$ cat src/rtl/preg_freelist_if.sv
// Rename/commit-side bus of the physical-register free-list controller.
// master: rename + commit logic; slave: the free-list controller.
interface preg_freelist_if #(
   parameter int PREG_W = 6
) ();
   logic              alloc_req;
   logic              alloc_grant;
   logic [PREG_W-1:0] alloc_reg;
   logic              release_valid;
   logic [PREG_W-1:0] release_reg;
   logic [PREG_W:0]   free_count;
   logic              empty;
   logic              recovering;
   logic              overflow_err;
   logic              dup_err;

   modport master (
      output alloc_req, release_valid, release_reg,
      input  alloc_grant, alloc_reg, free_count, empty, recovering,
             overflow_err, dup_err
   );

   modport slave (
      input  alloc_req, release_valid, release_reg,
      output alloc_grant, alloc_reg, free_count, empty, recovering,
             overflow_err, dup_err
   );
endinterface

$ cat src/rtl/preg_freelist_ctrl.sv
// Physical-register free-list controller for the rename stage.
// Circular FIFO of free preg IDs: one grant and one release per cycle.
// FLUSH rebuilds the list from the RRAT in-use snapshot, one index per cycle.
// Optional macro FREELIST_CHECK_EN adds an is_free bitmap that drops
// duplicate releases and flags them on dup_err.
//
// state   | meaning
// --------+-----------------------------------------------------------
// RUN     | normal grant/release operation
// RECOVER | walking indices 1..NUM_PREGS-1, enqueueing non-RRAT pregs
module preg_freelist_ctrl #(
   parameter int NUM_PREGS = 64,
   parameter int PREG_W    = 6,
   parameter int NUM_AREGS = 32
) (
   input  logic                 CLK,
   input  logic                 RESET,
   input  logic                 STALL,
   input  logic                 FLUSH,
   input  logic [NUM_PREGS-1:0] rrat_inuse,
   preg_freelist_if.slave       bus
);
   typedef enum logic {RUN, RECOVER} state_t;

   localparam logic [PREG_W:0]   FULL_CNT   = (PREG_W+1)'(NUM_PREGS);
   localparam logic [PREG_W:0]   RESET_CNT  = (PREG_W+1)'(NUM_PREGS - NUM_AREGS);
   localparam logic [PREG_W-1:0] RESET_TAIL = PREG_W'(NUM_PREGS - NUM_AREGS);
   localparam logic [PREG_W-1:0] LAST_IDX   = PREG_W'(NUM_PREGS - 1);

   state_t               state;
   logic [PREG_W-1:0]    fifo [NUM_PREGS];
   logic [PREG_W-1:0]    head;
   logic [PREG_W-1:0]    tail;
   logic [PREG_W-1:0]    walk_idx;
   logic [PREG_W:0]      count;
   logic [NUM_PREGS-1:0] snapshot;
   logic [NUM_PREGS-1:0] snap_next;
   logic                 recovering_q;
   logic                 overflow_q;
   logic                 grant;
   logic                 rel_hit;
   logic                 rel_ovf;
   logic                 rel_dup;
   logic                 rel_accept;
`ifdef FREELIST_CHECK_EN
   logic [NUM_PREGS-1:0] is_free;
   logic                 dup_q;
`endif

   // Grant/release qualification and the snapshot captured on FLUSH.
   always_comb begin
      snap_next = rrat_inuse;
      if (bus.release_valid) snap_next[bus.release_reg] = 1'b0;
      grant   = bus.alloc_req && (state == RUN) && !STALL && !FLUSH && (count != '0);
      rel_hit = bus.release_valid && (state == RUN) && !FLUSH && (bus.release_reg != '0);
      rel_ovf = rel_hit && (count == FULL_CNT);
`ifdef FREELIST_CHECK_EN
      rel_dup = rel_hit && !rel_ovf && is_free[bus.release_reg];
`else
      rel_dup = 1'b0;
`endif
      rel_accept = rel_hit && !rel_ovf && !rel_dup;
   end

   assign bus.alloc_grant  = grant;
   assign bus.alloc_reg    = fifo[head];
   assign bus.free_count   = count;
   assign bus.empty        = (count == '0);
   assign bus.recovering   = recovering_q;
   assign bus.overflow_err = overflow_q;
`ifdef FREELIST_CHECK_EN
   assign bus.dup_err      = dup_q;
`else
   assign bus.dup_err      = 1'b0;
`endif

   // FIFO, pointers and the RUN/RECOVER sequencer; FLUSH beats everything but RESET.
   always_ff @(posedge CLK or posedge RESET) begin
      if (RESET) begin
         state        <= RUN;
         head         <= '0;
         tail         <= RESET_TAIL;
         count        <= RESET_CNT;
         walk_idx     <= '0;
         snapshot     <= '0;
         recovering_q <= 1'b0;
         overflow_q   <= 1'b0;
         for (int i = 0; i < NUM_PREGS; i++) begin
            fifo[i] <= (i < NUM_PREGS - NUM_AREGS) ? PREG_W'(i + NUM_AREGS) : '0;
`ifdef FREELIST_CHECK_EN
            is_free[i] <= (i >= NUM_AREGS);
`endif
         end
`ifdef FREELIST_CHECK_EN
         dup_q <= 1'b0;
`endif
      end else if (FLUSH) begin
         state        <= RECOVER;
         head         <= '0;
         tail         <= '0;
         count        <= '0;
         snapshot     <= snap_next;
         walk_idx     <= PREG_W'(1);
         recovering_q <= 1'b1;
`ifdef FREELIST_CHECK_EN
         is_free      <= '0;
`endif
      end else begin
         case (state)
            RUN: begin
               if (grant) head <= head + 1'b1;
               if (rel_accept) begin
                  fifo[tail] <= bus.release_reg;
                  tail       <= tail + 1'b1;
               end
               case ({grant, rel_accept})
                  2'b10:   count <= count - 1'b1;
                  2'b01:   count <= count + 1'b1;
                  default: count <= count;
               endcase
               if (rel_ovf) overflow_q <= 1'b1;
`ifdef FREELIST_CHECK_EN
               if (grant)      is_free[fifo[head]]      <= 1'b0;
               if (rel_accept) is_free[bus.release_reg] <= 1'b1;
               if (rel_dup)    dup_q                    <= 1'b1;
`endif
            end
            RECOVER: begin
               if (!snapshot[walk_idx]) begin
                  fifo[tail] <= walk_idx;
                  tail       <= tail + 1'b1;
                  count      <= count + 1'b1;
`ifdef FREELIST_CHECK_EN
                  is_free[walk_idx] <= 1'b1;
`endif
               end
               if (walk_idx == LAST_IDX) begin
                  state        <= RUN;
                  recovering_q <= 1'b0;
               end else begin
                  walk_idx <= walk_idx + 1'b1;
               end
            end
            default: state <= RUN;
         endcase
      end
   end
endmodule

$ cat src/flat_wrapper.sv
// flat-port wrapper written by rule: the top's interface ports become plain ports
module preg_freelist_ctrl_flat 
#(
   parameter int NUM_PREGS = 64,
   parameter int PREG_W    = 6,
   parameter int NUM_AREGS = 32
)
  (CLK, RESET, STALL, FLUSH, rrat_inuse, bus_alloc_req, bus_release_valid, bus_release_reg, bus_alloc_grant, bus_alloc_reg, bus_free_count, bus_empty, bus_recovering, bus_overflow_err, bus_dup_err);
  preg_freelist_if #(.PREG_W(PREG_W)) bus_i ();
  input  logic CLK;
  input  logic RESET;
  input  logic STALL;
  input  logic FLUSH;
  input  logic [NUM_PREGS-1:0] rrat_inuse;
  input wire logic [$bits(bus_i.alloc_req)-1:0] bus_alloc_req;
  input wire logic [$bits(bus_i.release_valid)-1:0] bus_release_valid;
  input wire logic [$bits(bus_i.release_reg)-1:0] bus_release_reg;
  output wire logic [$bits(bus_i.alloc_grant)-1:0] bus_alloc_grant;
  output wire logic [$bits(bus_i.alloc_reg)-1:0] bus_alloc_reg;
  output wire logic [$bits(bus_i.free_count)-1:0] bus_free_count;
  output wire logic [$bits(bus_i.empty)-1:0] bus_empty;
  output wire logic [$bits(bus_i.recovering)-1:0] bus_recovering;
  output wire logic [$bits(bus_i.overflow_err)-1:0] bus_overflow_err;
  output wire logic [$bits(bus_i.dup_err)-1:0] bus_dup_err;
  assign bus_i.alloc_req = bus_alloc_req;
  assign bus_i.release_valid = bus_release_valid;
  assign bus_i.release_reg = bus_release_reg;
  assign bus_alloc_grant = bus_i.alloc_grant;
  assign bus_alloc_reg = bus_i.alloc_reg;
  assign bus_free_count = bus_i.free_count;
  assign bus_empty = bus_i.empty;
  assign bus_recovering = bus_i.recovering;
  assign bus_overflow_err = bus_i.overflow_err;
  assign bus_dup_err = bus_i.dup_err;
  preg_freelist_ctrl #(.NUM_PREGS(NUM_PREGS), .PREG_W(PREG_W), .NUM_AREGS(NUM_AREGS)) u_core (.CLK(CLK), .RESET(RESET), .STALL(STALL), .FLUSH(FLUSH), .rrat_inuse(rrat_inuse), .bus(bus_i));
endmodule
$ cat config.mk
export PLATFORM = sky130hd
export DESIGN_NAME = preg_freelist_ctrl_flat
export DESIGN_NICKNAME = d
export VERILOG_FILES = /design/src/rtl/preg_freelist_if.sv /design/src/rtl/preg_freelist_ctrl.sv /design/src/flat_wrapper.sv
export SDC_FILE = /design/constraint.sdc
export NUM_CORES = 1
export LEC_CHECK = 0
export ABC_CLOCK_PERIOD_IN_PS = 18150
export CORE_AREA = 10 10 261 263
export CTS_BUF_LIST = sky130_fd_sc_hd__clkbuf_8
export CTS_CLUSTER_DIAMETER = 80
export DETAILED_ROUTE_END_ITERATION = 6
export DIE_AREA = 0 0 271 273
export GPL_ROUTABILITY_DRIVEN = 0
export SYNTH_ARGS = -nofsm -noshare
export SYNTH_HDL_FRONTEND = slang
export SYNTH_SLANG_ARGS = --single-unit
$ cat constraint.sdc
create_clock -name CLK -period 18.15 [get_ports CLK]
set_input_delay 2.7225 -clock CLK [delete_from_list [all_inputs] [get_ports CLK]]
set_output_delay 2.7225 -clock CLK [all_outputs]
set_load 0.05 [all_outputs]
* After elaboration in Yosys (flattened, before gate mapping)
Cells that the tools add are included.
Word-level totals: register bits after elaboration 476, output and inout bits 18, logic and storage cells 162
Operators by class: add/subtract/negate cells 5, $lt $le $gt $ge 6, eq/ne operators 11, mux-type cells 35, bitwise operators 6, reductions and logical operators 27
Operator list (count):
- $bwmux W384 | 2
- $mux W384 | 2
- $pmux W384 S2 | 1
- $mux W6 | 12
- $and A64 B64 Y64 | 1
- $mux W64 | 1
- $not A64 Y64 | 1
- $bmux W6 S6 | 1
- $demux W6 S6 | 1
- $pmux W7 S2 | 2
- $add A6 B1 Y6 const B | 3
- $ge A7 B7 Y1 const B | 2
- $lt A6 B7 Y1 const B | 2
- $mux W7 | 2
- $not A6 Y7 | 2
- $pmux W6 S2 | 1
- $logic_and A1 B1 Y1 | 11
- $reduce_and A2 Y1 | 5
- $mux W1 | 8
- $add A7 B1 Y7 const B | 1
- $eq A7 B7 Y1 const B | 1
- $logic_not A7 Y1 | 1
- $lt A7 B1 Y1 const B | 1
- $reduce_bool A7 Y1 | 1
- other kinds (17) | 25

* Depth between registers and ports, before layout
Gate-level depths: netlist (run 1).
depth after elaboration 11, depth in mapped cells 11, gate-level depth less buffers 8

* Worst setup path before layout (run 1)
Ideal clock, no wire load.
path type input to output, from input port FLUSH, to output port bus_alloc_grant, data arrival time 4411 ps, required time 15427 ps, setup slack 11017 ps, stages on the path 3, path through or4b_2 > a31oi_1 > clkbuf_1
Between the ends: longest elaborated chain between the ends 3
RTL lines:
- start: declaration | line flat_wrapper.sv:13 | input logic FLUSH;
- $logic_not A1 Y1 | line preg_freelist_ctrl.sv:54 | grant = bus.alloc_req && (state == RUN) && !STALL && !FLUSH && (count != '0);
- $logic_and A1 B1 Y1 (2 in a row) | line preg_freelist_ctrl.sv:54
- end: declaration | line flat_wrapper.sv:18 | output wire logic [$bits(bus_i.alloc_grant)-1:0] bus_alloc_grant;
Every way passes these cells.

* Worst setup path in the final report (run 1)
from register u_core.head[0], to output port bus_alloc_reg[0]
Between the ends: longest elaborated chain between the ends 4
RTL lines:
- start: declaration | line preg_freelist_ctrl.sv:32 | logic [PREG_W-1:0] head;
- start signal: assignment | line preg_freelist_ctrl.sv:111 | if (grant) head <= head + 1'b1;
- $not A6 Y7 (implied by the code) | line preg_freelist_ctrl.sv:66 | assign bus.alloc_reg = fifo[head];
- $bmux W6 S6 | line preg_freelist_ctrl.sv:66
- $mux W6 (implied by the code) (2 in a row) | line preg_freelist_ctrl.sv:66
- end: declaration | line flat_wrapper.sv:19 | output wire logic [$bits(bus_i.alloc_reg)-1:0] bus_alloc_reg;
Every way passes these cells. The select of a mux whose other input is x is not followed.

==> impl_metrics.ini, run 1 <==
[cells_and_area]
area_growth_pct = 14.1
nets = 1762
drive_gt1_share_pct = 47.9
finalNonFillerCells = 2599

[routing]
dr.pass1.iters = 5
drtAntennaViolNets = 0
drc = 0
post_drt_wl_per_cell_um = 23.0
vias = 14200
routed_via_density = 5.47
wirelength_um = 59700
first_iter_violations = 969

[logic_synthesis]
synth_xor_xnor_area_share_pct = 0.371
yosysSeqAreaShare_pct = 51.1
synth_top_family_by_area = multiplexers
syn_area_per_cell_um2 = 14.7
yosysWarnings = 0
synth_simple_gate_area_share_pct = 7.22
yosysMostFrequentCell = mux2_2
synth.area.top_cells = dfrtp_1, mux2_2, mux4_2
synth_compound_area_share_pct = 4.95
syn_area_um2 = 23600
synth_top_area_cell = dfrtp_1
async_reset_ff_share_pct = 100
synth_edf_count = 0
synth_seq_cells = 476
synthesis.nets = 1685
synth_adder_area_share_pct = 0.318
synth_top_area_share_pct = 38.4
ys.flop_type = dfrtp_1
synth_common_cells = mux2_2, dfrtp_1, mux4_2
muxShareOfSynthArea_pct = 32.7
netlist_instances = 1603
synth_cell_types = 61

[timing]
post-route-min-period_ns = 8.21
finalHoldViolCount = 0
worstMarginPinSlew_ns = 1.09
setup_viol = 0
drv_slew = 0
timing.fmax_mhz = 122
maxSlewHeadroom_pct = 27.1
finalSetupTns_ns = 0
rsz0062_at_grt = no
skew_ns = 0.0389
finalCritPeriodShare_pct = 45.3

[global_routing]
gr-usage-met2_pct = 25.9
antenna_found_initial = 2
gr-max-usage-layer = met2
track_usage_pct = 16.2
grt-ovfl-total = 0
grt_max_degree = 172
met1_usage_pct = 22.2
grt_first_pass_wirelength_um = 93900
use_met3_pct = 2.76
grt_pass1_vias = 15200

[job]
maxCapViolations = 0

[die]
die_w_um = 271
pin_count = 94
die_height_um = 273
core_area_um2 = 62700
num_rows = 92
initial_core_util_pct = 37.6
die-area_um2 = 74000

[setup_path]
critPathKind = reg -> out
worstSetupStartpointType = flop
reg2reg_depth = 9
crit_path_end_kind = primary output
cp_max_fo = 34
required_ns = 15.43
critPathArrivalTime_ns = 5.49

[placement]
placed_cells = 2440
port_buffers = 92
dp_hpwl_um = 37900

[power_and_ir_drop]
ir_worst_vdd_mv = 0.0768
clock_power_share_pct = 37.9
swShare_pct = 28.9
switching_power_w = 0.000734
p_leak_nw = 11.6
p_comb_share_pct = 14.8
power.density_nw_per_um2 = 94.4
p_int_w = 0.00181
seqPwrFrac_pct = 47.3

[worst_hold_path]
whs_path_depth = 1
hold_class = reg -> reg

[run_status]
status = completed

[clock_network]
cts_max_path_buffers = 3
htreeDepth = 3
clock_latency_ns = 0.69
clkSinkCount = 476
path_clk_slew_ns = 0.06
cts_tree = done
cts_setup_buffers = 0
postCtsHoldBufs = 0
ctsResizeCount = 0
cts_root_buf = clkbuf_8
cts_made_buffers = 84
-- layout by cell type, fill, tap and decap left out, types with 4 or more instances in the layout --
| cell type | synthesis | layout |
|---|---|---|
| o211ai_1 | 68 | 68 |
| nand4_1 | 8 | 8 |
| mux2_2 | 363 | 365 |
| inv_1 | 76 | 119 |
| buf_4 | 4 | 22 |
| nand3b_1 | 14 | 14 |
| clkbuf_8 | 0 | 101 |
| or3b_2 | 4 | 4 |
| clkdlybuf4s50_1 | 0 | 91 |
| dfstp_2 | 114 | 114 |
| mux2_1 | 32 | 30 |
| xor2_1 | 7 | 7 |
| nand2_1 | 27 | 27 |
| a21oi_1 | 5 | 5 |
| clkinv_2 | 0 | 8 |
| o21ai_0 | 73 | 73 |
| nand4b_1 | 5 | 5 |
| mux4_2 | 141 | 141 |
| nand3_1 | 9 | 9 |
| and3_1 | 4 | 4 |
| or3_1 | 4 | 4 |
| dfrtp_1 | 362 | 358 |
| nor2_1 | 28 | 28 |
| inv_8 | 0 | 4 |
| mux2i_1 | 9 | 9 |
| o31ai_1 | 5 | 5 |
| nor3_4 | 59 | 59 |
| ha_1 | 6 | 6 |
-- worst max-delay path, stage by stage (launching register included) --
cell and delay [ns]:
dfrtp_4 0.86, buf_4 0.73, buf_4 0.69, mux4_2 0.63, mux4_2 0.52, mux4_2 0.55
clkdlybuf4s50_1 0.74
-- per-stage QoR --
stage / hold WS, ns / power, W / worst slack [ns] / util, % / cell area (um^2)
floorplan: 0.452 / 0.00147 / 2.34 / - / 23600
global placement: 0.463 / 0.00158 / 10.02 / 40.3 / 25300
detailed placement: 0.472 / 0.00160 / 9.99 / 40.3 / 25300
CTS: 0.485 / 0.00257 / 9.75 / 42.9 / 26900
global route: 0.502 / 0.00266 / 9.59 / 42.9 / 26900
finish: 0.482 / 0.00254 / 9.94 / 42.9 / 26900
-- per-layer routing --
layer  vias to the layer above  share of wire, %  wire [um]
met3                       102               4.5       2680
met5                         -                 0          0
li1                       6185                 -          -
met1                      7610                45      27000
met2                       325                48      28500
met4                         0               2.7       1610
-- cells by family after synthesis --
group,Yosys count
flops,476
mux,545
fa+ha+maj,6
other cells,1
buf+inv,199
compound gates,179
xor+xnor,10
simple gates,187
-- registers in the layout, indices dropped and copies added, names as in the netlist --
name and flops:
u_core.bus.free_count 7, u_core.bus.overflow_err 1, u_core.bus.recovering 1, u_core.fifo 384, u_core.head 6, u_core.snapshot 64
u_core.state 1, u_core.tail 6, u_core.walk_idx 6
-- power groups by stage --
stage                     registers [W]  logic (W)  clock network (W)
after floorplan                 0.00121   0.000263                  0
after global placement          0.00121   0.000371                  0
after detailed placement        0.00122   0.000378                  0
after CTS                       0.00120   0.000380           0.000993
after global routing            0.00121   0.000404            0.00105
final                           0.00120   0.000377           0.000964
-- final cells by class --
type	count	area (um^2)
Fill cell	5689	35800
Clock buffer	101	1390
Inverter	76	293
Clock inverter	57	263
Tap cell	846	1060
Timing Repair Buffer	114	1100
Antenna cell	1	2.50
Sequential cell	476	12100
Multi-Input combinational cell	928	10800
-- worst paths after layout --
| path | slack, ns | endpoint | start |
|---|---|---|---|
| max | 9.94 | bus_alloc_reg[0] | u_core.head[0]$_DFFE_PP0P_ |
| min | 0.48 | u_core.fifo[35]$_DFFE_PP0P_ | u_core.fifo[35]$_DFFE_PP0P_ |
| max reg2reg | 13.37 | u_core.fifo[21]$_DFFE_PP0P_ | u_core.walk_idx[2]$_DFFE_PP0P_ |
| min reg2reg | 0.48 | u_core.fifo[35]$_DFFE_PP0P_ | u_core.fifo[35]$_DFFE_PP0P_ |
| max in group asynchronous | 12.78 | u_core.head[1]$_DFFE_PP0P_ | RESET |
| min in group asynchronous | 2.67 | u_core.fifo[222]$_DFFE_PP0P_ | RESET |
Power figures use the tool's default switching activity.
==> run 2, diff against run 1 <==
--- a/config.mk
+++ b/config.mk
@@ -5,7 +5,7 @@
 export SDC_FILE = /design/constraint.sdc
 export NUM_CORES = 1
 export LEC_CHECK = 0
-export ABC_CLOCK_PERIOD_IN_PS = 18150
+export ABC_CLOCK_PERIOD_IN_PS = 7400
 export CORE_AREA = 10 10 261 263
 export CTS_BUF_LIST = sky130_fd_sc_hd__clkbuf_8
 export CTS_CLUSTER_DIAMETER = 80
==> constraint.sdc (replaced) <==
create_clock -name CLK -period 7.4 [get_ports CLK]
set_input_delay 1.11 -clock CLK [delete_from_list [all_inputs] [get_ports CLK]]
set_output_delay 1.11 -clock CLK [all_outputs]
set_load 0.05 [all_outputs]
==> run 2 against run 1 <==
- cell count about the same
- total power rose to 2.5 times the previous value
- clock-buffer cell count up 10
- critical path type unchanged
- largest cell class unchanged
==> impl_metrics.ini, run 2 (synthesis results as in run 1) <==
[run_status]
status = completed

[clock_network]
cts_made_buffers = 85
clkSinkCount = 476
cts_setup_buffers = 0
ctsResizeCount = 0
cts_max_path_buffers = 3
path_clk_slew_ns = 0.06
cts_tree = done
clock_latency_ns = 0.69
htreeDepth = 3
cts_root_buf = clkbuf_8
postCtsHoldBufs = 0

[timing]
finalCritPeriodShare_pct = 77.6
finalHoldViolCount = 0
setup_viol = 0
post-route-min-period_ns = 5.74
rsz0062_at_grt = no
drv_slew = 0
worstMarginPinSlew_ns = 1.22
hold_slack_ns = 0.482
skew_ns = 0.0505
maxSlewHeadroom_pct = 18.6
timing.fmax_mhz = 174
worst_slack_ns = 1.66

[cells_and_area]
largest_register = u_core.fifo
fillerInstances = 5585
largest_register_ff_count = 384
area_growth_pct = 15.1
nets = 1764
final_cell_mix = mux2_2, dfrtp_1, mux4_2, dfstp_2
layout_commonest_cell = mux2_2
drive_gt1_share_pct = 48.4

[global_routing]
track_usage_pct = 16.2
antenna_found_initial = 2
grt-ovfl-total = 0
grt_max_degree = 180
grt_pass1_vias = 15000
grt_first_pass_wirelength_um = 93800

[setup_path]
worstSetupStartpoint = u_core.head[1]$_DFFE_PP0P_
cp_max_fo = 72
reg2reg_depth = 8
r2r_start = u_core.walk_idx[2]$_DFFE_PP0P_
reg2reg_slack_ns = 3.07
required_ns = 6.29
critPathArrivalTime_ns = 4.63
r2r-end = u_core.fifo[236]$_DFFE_PP0P_
worstSetupStartpointType = flop
endpoint = bus_alloc_reg[2]
critPathKind = reg -> out
crit_path_end_kind = primary output

[die]
die_height_um = 273
core_area_um2 = 62700
num_rows = 92
die-area_um2 = 74000
initial_core_util_pct = 37.6
pin_count = 94
die_w_um = 271

[worst_hold_path]
hold_class = reg -> reg
whs_path_depth = 1

[routing]
routed_via_density = 5.48
dr.pass1.iters = 5
post_drt_wl_per_cell_um = 22.9
drtAntennaViolNets = 0
first_iter_violations = 1020
drc = 0
wirelength_um = 59600
vias = 14200

[power_and_ir_drop]
p_leak_nw = 11.7
power.density_nw_per_um2 = 237
ir_worst_vdd_mv = 0.175

[placement]
port_buffers = 92
dp_hpwl_um = 37700
post-place-ws_ns = 2.29

[job]
maxCapViolations = 0
==> run 2: cell types whose count changed in the layout (fill, tap and decap cells not counted) <==
cell | before | now
clkbuf_8 | 101 | 111
inv_1 | 119 | 111
clkinv_2 | 8 | 4
buf_12 | 1 | 4
bufinv_16 | 0 | 3
inv_8 | 4 | 1
buf_4 | 22 | 20
inv_12 | 0 | 2
inv_6 | 0 | 1
==> run 2: metrics by stage <==
step / instances / TNS (ns) / power, W / area (um^2) / util [%]
global route: 2601 / 0 / 0.00675 / 27200 / 43.3
floorplan: 1603 / -23.79 / 0.00361 / 23600 / -
detailed placement: 2441 / 0 / 0.00390 / 25300 / 40.4
global placement: 2441 / 0 / 0.00388 / 25300 / 40.4
CTS: 2600 / 0 / 0.00653 / 27200 / 43.3
finish: 2601 / 0 / 0.00645 / 27200 / 43.3
==> run 2: routing by layer <==
layer  GRT usage [%]  wire (um)  part of all wire [%]  vias up
met3            2.62       2600                   4.4      109
met4            5.65       1760                   3.0        0
met2            26.1      28900                    48      360
met5               0          0                     0        -
met1            22.0      26300                    44     7579
li1                -          -                     -     6199
==> run 2: how the worst min path moves through the flow <==
stage                                       from                      endpoint  slack (ns)
finish               u_core.fifo[53]$_DFFE_PP0P_   u_core.fifo[53]$_DFFE_PP0P_        0.48
floorplan           u_core.fifo[102]$_DFFE_PP0P_  u_core.fifo[102]$_DFFE_PP0P_        0.45
global route        u_core.fifo[366]$_DFFE_PP0P_  u_core.fifo[366]$_DFFE_PP0P_        0.51
global placement     u_core.fifo[48]$_DFFE_PP0P_   u_core.fifo[48]$_DFFE_PP0P_        0.46
CTS                  u_core.fifo[53]$_DFFE_PP0P_   u_core.fifo[53]$_DFFE_PP0P_        0.49
detailed placement   u_core.fifo[53]$_DFFE_PP0P_   u_core.fifo[53]$_DFFE_PP0P_        0.47
==> run 2: cell type report <==
class                   count  area (um^2)  share of cell area, %
flip-flops and latches    476        12100                   44.4
multi-input cells         928        10800                   39.7
clock buffers             111         1530                   5.62
diodes                      1         2.50                0.00921
well taps                 846         1060                   3.90
clock inverters            48          314                   1.16
inverters                  76          289                   1.06
repair buffers            115         1140                   4.20
==> run 2: critical path: stages, from the launching register on <==
cell,delay [ns]
dfrtp_4,1.14
buf_4,0.54
mux4_2,0.39
mux4_2,0.56
mux4_2,0.55
clkdlybuf4s50_1,0.73
==> run 2: power by group <==
part	total, W	switching, W	internal, W
combinational	0.000903	0.000533	0.000369
sequential	0.00295	0.000129	0.00282
clock	0.00259	0.00113	0.00146
==> run 3, diff against run 2 <==
--- a/config.mk
+++ b/config.mk
@@ -5,7 +5,7 @@
 export SDC_FILE = /design/constraint.sdc
 export NUM_CORES = 1
 export LEC_CHECK = 0
-export ABC_CLOCK_PERIOD_IN_PS = 7400
+export ABC_CLOCK_PERIOD_IN_PS = 4900
 export CORE_AREA = 10 10 261 263
 export CTS_BUF_LIST = sky130_fd_sc_hd__clkbuf_8
 export CTS_CLUSTER_DIAMETER = 80
==> constraint.sdc (replaced) <==
create_clock -name CLK -period 4.9 [get_ports CLK]
set_input_delay 0.735 -clock CLK [delete_from_list [all_inputs] [get_ports CLK]]
set_output_delay 0.735 -clock CLK [all_outputs]
set_load 0.05 [all_outputs]
==> run 3 against run 2 <==
- critical path depth stayed put
- cell area hardly changed
- worst hold slack worse by 0.0029 ns
- largest power group unchanged
==> impl_metrics.ini, run 3 (synthesis results as in run 1) <==
[global_routing]
grt_pass1_vias = 15200
grt-ovfl-total = 0
antenna_found_initial = 0
track_usage_pct = 16.5
grt_first_pass_wirelength_um = 94400
grt_max_degree = 166

[setup_path]
path_buf_inv = 2
crit_family = multiplexers
required_ns = 4.16
cp_slowest_cell = clkdlybuf4s50_1
critPathKind = reg -> out
worstSetupStartpointType = flop
critPathArrivalTime_ns = 4.05
cpPeakStageDelay_ns = 0.76
cp_max_fo = 14
cp_cell_sequence = buf_4 > mux4_2 > mux4_2 > mux4_2 > clkdlybuf4s50_1
crit_path_end_kind = primary output
critPathMostFrequentCell = mux4_2
reg2reg_slack_ns = 0.70

[clock_network]
cts_made_buffers = 84
ctsResizeCount = 0
path_clk_slew_ns = 0.06
cts_setup_buffers = 0
cts_tree = done
postCtsHoldBufs = 0
cts_max_path_buffers = 3
htreeDepth = 3
clkSinkCount = 476
cts_root_buf = clkbuf_8
clock_latency_ns = 0.70

[routing]
routed_via_density = 5.45
wirelength_um = 60400
first_iter_violations = 1143
drc = 0
dr.pass1.iters = 5
post_drt_wl_per_cell_um = 23.2
vias = 14200
drtAntennaViolNets = 0

[cells_and_area]
drive_gt1_share_pct = 48.4
final_cell_mix = mux2_2, dfrtp_1, mux4_2, inv_1, dfstp_2
largest_register = u_core.fifo
antenna_cells = 0
layout_commonest_cell = mux2_2
area_growth_pct = 15.0
largest_register_ff_count = 384
finalNonFillerCells = 2606
nets = 1778

[die]
die_w_um = 271
num_rows = 92
die-area_um2 = 74000
die_height_um = 273
initial_core_util_pct = 37.6
core_area_um2 = 62700
pin_count = 94

[power_and_ir_drop]
ir_worst_vdd_mv = 0.188
power.density_nw_per_um2 = 346
p_leak_nw = 11.8
p_total_w = 0.00941

[placement]
dp_hpwl_um = 39800
placed_cells = 2456
port_buffers = 92

[worst_hold_path]
hold_class = reg -> reg

[run_status]
status = completed

[timing]
skew_ns = 0.0421
worstMarginPinSlew_ns = 1.23
maxSlewHeadroom_pct = 17.7
setup_viol = 0
finalHoldViolCount = 0
rsz0062_at_grt = no
finalCritPeriodShare_pct = 97.7
post-route-min-period_ns = 4.79
drv_slew = 0
timing.fmax_mhz = 209

[job]
maxCapViolations = 0
## run 3: cell count changes in the layout (fill, tap and decap cells not counted), sizes merged
cell / previous run / this run
dlymetal6s2s: 0 / 5
diode: 1 / 0
clkbuf: 111 / 102
inv: 115 / 118
clkinv: 5 / 4
clkinvlp: 1 / 2
clkdlybuf4s50: 91 / 85
bufinv: 3 / 0
buf: 24 / 40
## run 3: area by class of cell
class	instances	area [um^2]
multi-input combinational	928	10800
clock inverter	48	238
fill	5615	35600
inverter	76	289
clock buffer	102	1400
tap	846	1060
sequential	476	12100
timing repair buffer	130	1330
## run 3: metal layers
layer  GRT usage, %  wire length (um)  up-vias
li1               -                 -     6227
met1           21.6             26400     7533
met2           26.8             29300      334
met3           3.05              2690      121
met4           6.31              2070        0
met5              0                 0        -
## run 3: per-stage QoR
step                setup slack [ns]  utilization [%]  area (um^2)  TNS (ns)  hold WS, ns
global route                 0.00341             43.3        27200         0        0.493
CTS                           0.0107             43.3        27100         0        0.484
detailed placement             0.572             40.6        25500         0        0.472
global placement               0.630             40.6        25500         0        0.462
floorplan                      -2.19                -        23600   -841.33        0.452
finish                         0.114             43.3        27200         0        0.480
## run 3: report_power, final
group | internal [W] | switching (W) | total (W)
sequential | 0.00426 | 0.000193 | 0.00446
combinational | 0.000567 | 0.000810 | 0.00138
clock | 0.00189 | 0.00168 | 0.00357
total | 0.00672 | 0.00269 | 0.00941
## run 3: final timing paths
| check | cells past startpoint | startpoint | end |
|---|---|---|---|
| worst max register to register | 8 | u_core.walk_idx[1]$_DFFE_PP0P_ | u_core.fifo[267]$_DFFE_PP0P_ |
| worst max-delay path | 5 | u_core.head[0]$_DFFE_PP0P_ | bus_alloc_reg[5] |
| worst min-delay path | 1 | u_core.fifo[101]$_DFFE_PP0P_ | u_core.fifo[101]$_DFFE_PP0P_ |
| worst min register to register | 1 | u_core.fifo[101]$_DFFE_PP0P_ | u_core.fifo[101]$_DFFE_PP0P_ |
| max in group asynchronous | 3 | RESET | u_core.fifo[298]$_DFFE_PP0P_ |
| min in group asynchronous | 2 | RESET | u_core.fifo[90]$_DFFE_PP0P_ |
==> RTL change (config.mk and constraints of run 2) <==
The option `FREELIST_CHECK_EN` is turned on by a define.
--- a/src/rtl/preg_freelist_ctrl.sv
+++ b/src/rtl/preg_freelist_ctrl.sv
@@ -8,6 +8,8 @@
 // --------+-----------------------------------------------------------
 // RUN     | normal grant/release operation
 // RECOVER | walking indices 1..NUM_PREGS-1, enqueueing non-RRAT pregs
+`define FREELIST_CHECK_EN
+
 module preg_freelist_ctrl #(
    parameter int NUM_PREGS = 64,
    parameter int PREG_W    = 6,
Formal check against the unedited RTL: not equivalent (a bounded check fails within 4 cycles, from zero or initial values and one cycle with RESET high).
==> RTL change against run 2 <==
Worst setup slack worse by 0.14 ns; sequential cell count up 65; area after synthesis increased by 20%; wire length increased by 40%; design area grew 18%; non-clock buffer count is 13 higher; synthesized cell count increased by 42%; power increased by 9.7%; critical path depth up 1.
==> RTL change: results (changes against run 2) <==
* Crit path launch: u_core.head[0]$_DFFE_PP0P_ (was u_core.head[1]$_DFFE_PP0P_)
* Worst-path fanout max at 46 (was 72)
* Yosys cell types at 70 (was 61)
* Static leakage at 13.5 nW (was 11.7 nW)
* Synth top area cells: dfrtp_1, mux2_2, dfstp_2, mux4_2, o21ai_0 (was dfrtp_1, mux2_2, mux4_2, dfstp_2, nor3_4)
* Sink of the worst hold path: u_core.bus.recovering$_DFFE_PP0P_ (was u_core.fifo[53]$_DFFE_PP0P_)
* Number of global-route vias before repair at 20700 (was 15000)
* Reg2reg path depth at 10 (was 8)
* Worst slack on hold paths at 0.479 ns (was 0.482 ns)
* Post-detailed-route via-to-cell ratio at 6.11 (was 5.48)
* Setup slack of the worst register-to-register path at 2.27 ns (was 3.07 ns)
* Maximum vdd drop at 0.118 mV (was 0.175 mV)
* Inserted Clock Buffers at 97 (was 85)
* Data arrival time of the critical path at 4.77 ns (was 4.63 ns)
* Maximum number of pins on one net before global-route repair at 149 (was 180)
* First-pass iteration count of the detailed router at 6 (was 5)
* GRT Total Usage at 22.5% (was 16.2%)
* Rel. slew slack at 11.6% (was 18.6%)
* Detailed Route Iter0 Violations at 1920 (was 1020)
* Syn Nets at 2361 (was 1685)
* Area taken by flip-flops and latches at 13700 um2 (was 12100 um2)
* Routed vias at 19900 (was 14200)
* Run status: finished, final reports clean (unchanged)
* Number of cells produced by synthesis at 2279 (was 1603)
* Fillers at 5402 (was 5585)
* Wire length of the first global-routing pass at 130 mm (was 93.8 mm)
* Top cells by count, synth: dfrtp_1, mux2_2, dfstp_2 (was mux2_2, dfrtp_1, mux4_2)
[RTL change: cell type report]
class / instances / area share (%)
antenna: 1 / 0.00783
clock buffer: 120 / 5.17
clock inverter: 60 / 1.34
inverter: 82 / 0.975
multi-input combinational: 1473 / 42.3
sequential: 541 / 43.0
tap: 846 / 3.31
timing repair buffer: 128 / 3.91
[RTL change: layer usage]
metal  wire length (um)  global-route usage (%)  vias up
li1                   -                       -     8614
met1              35200                    29.6    10300
met2              39600                    36.4      800
met3               5770                    4.14      182
met4               3060                    9.36        0
met5                  0                       0        -
[RTL change: kinds of logic (layout without fill, tap and decap cells)]
group           Yosys count  after routing  synth area share (%)
mux                     560            560                  27.4
flops                   541            541                  48.5
buf+inv                 265            390                  3.94
fa+ha+maj                 6              6                 0.266
xor+xnor                 13             13                 0.403
simple gates            433            433                  8.16
other cells               0              1                     0
compound gates          461            461                  11.3
[RTL change: worst max path at each step]
stage	end	slack, ns	cells past startpoint
global placement	u_core.fifo[345]$_DFFE_PP0P_	1.21	10
CTS	bus_alloc_reg[0]	1.34	6
detailed placement	u_core.fifo[346]$_DFFE_PP0P_	1.08	10
global route	bus_alloc_reg[0]	1.26	6
finish	bus_alloc_reg[0]	1.52	6
floorplan	u_core.bus.dup_err$_DFFE_PP0P_	-0.95	1
[RTL change: power groups by stage]
stage | combinational [W] | clock [W] | sequential [W]
after floorplan | 0.000581 | 0 | 0.00320
after global placement | 0.000889 | 0 | 0.00322
after detailed placement | 0.000896 | 0 | 0.00323
after CTS | 0.000902 | 0.00305 | 0.00318
after global routing | 0.000964 | 0.00320 | 0.00319
final | 0.000908 | 0.00299 | 0.00318
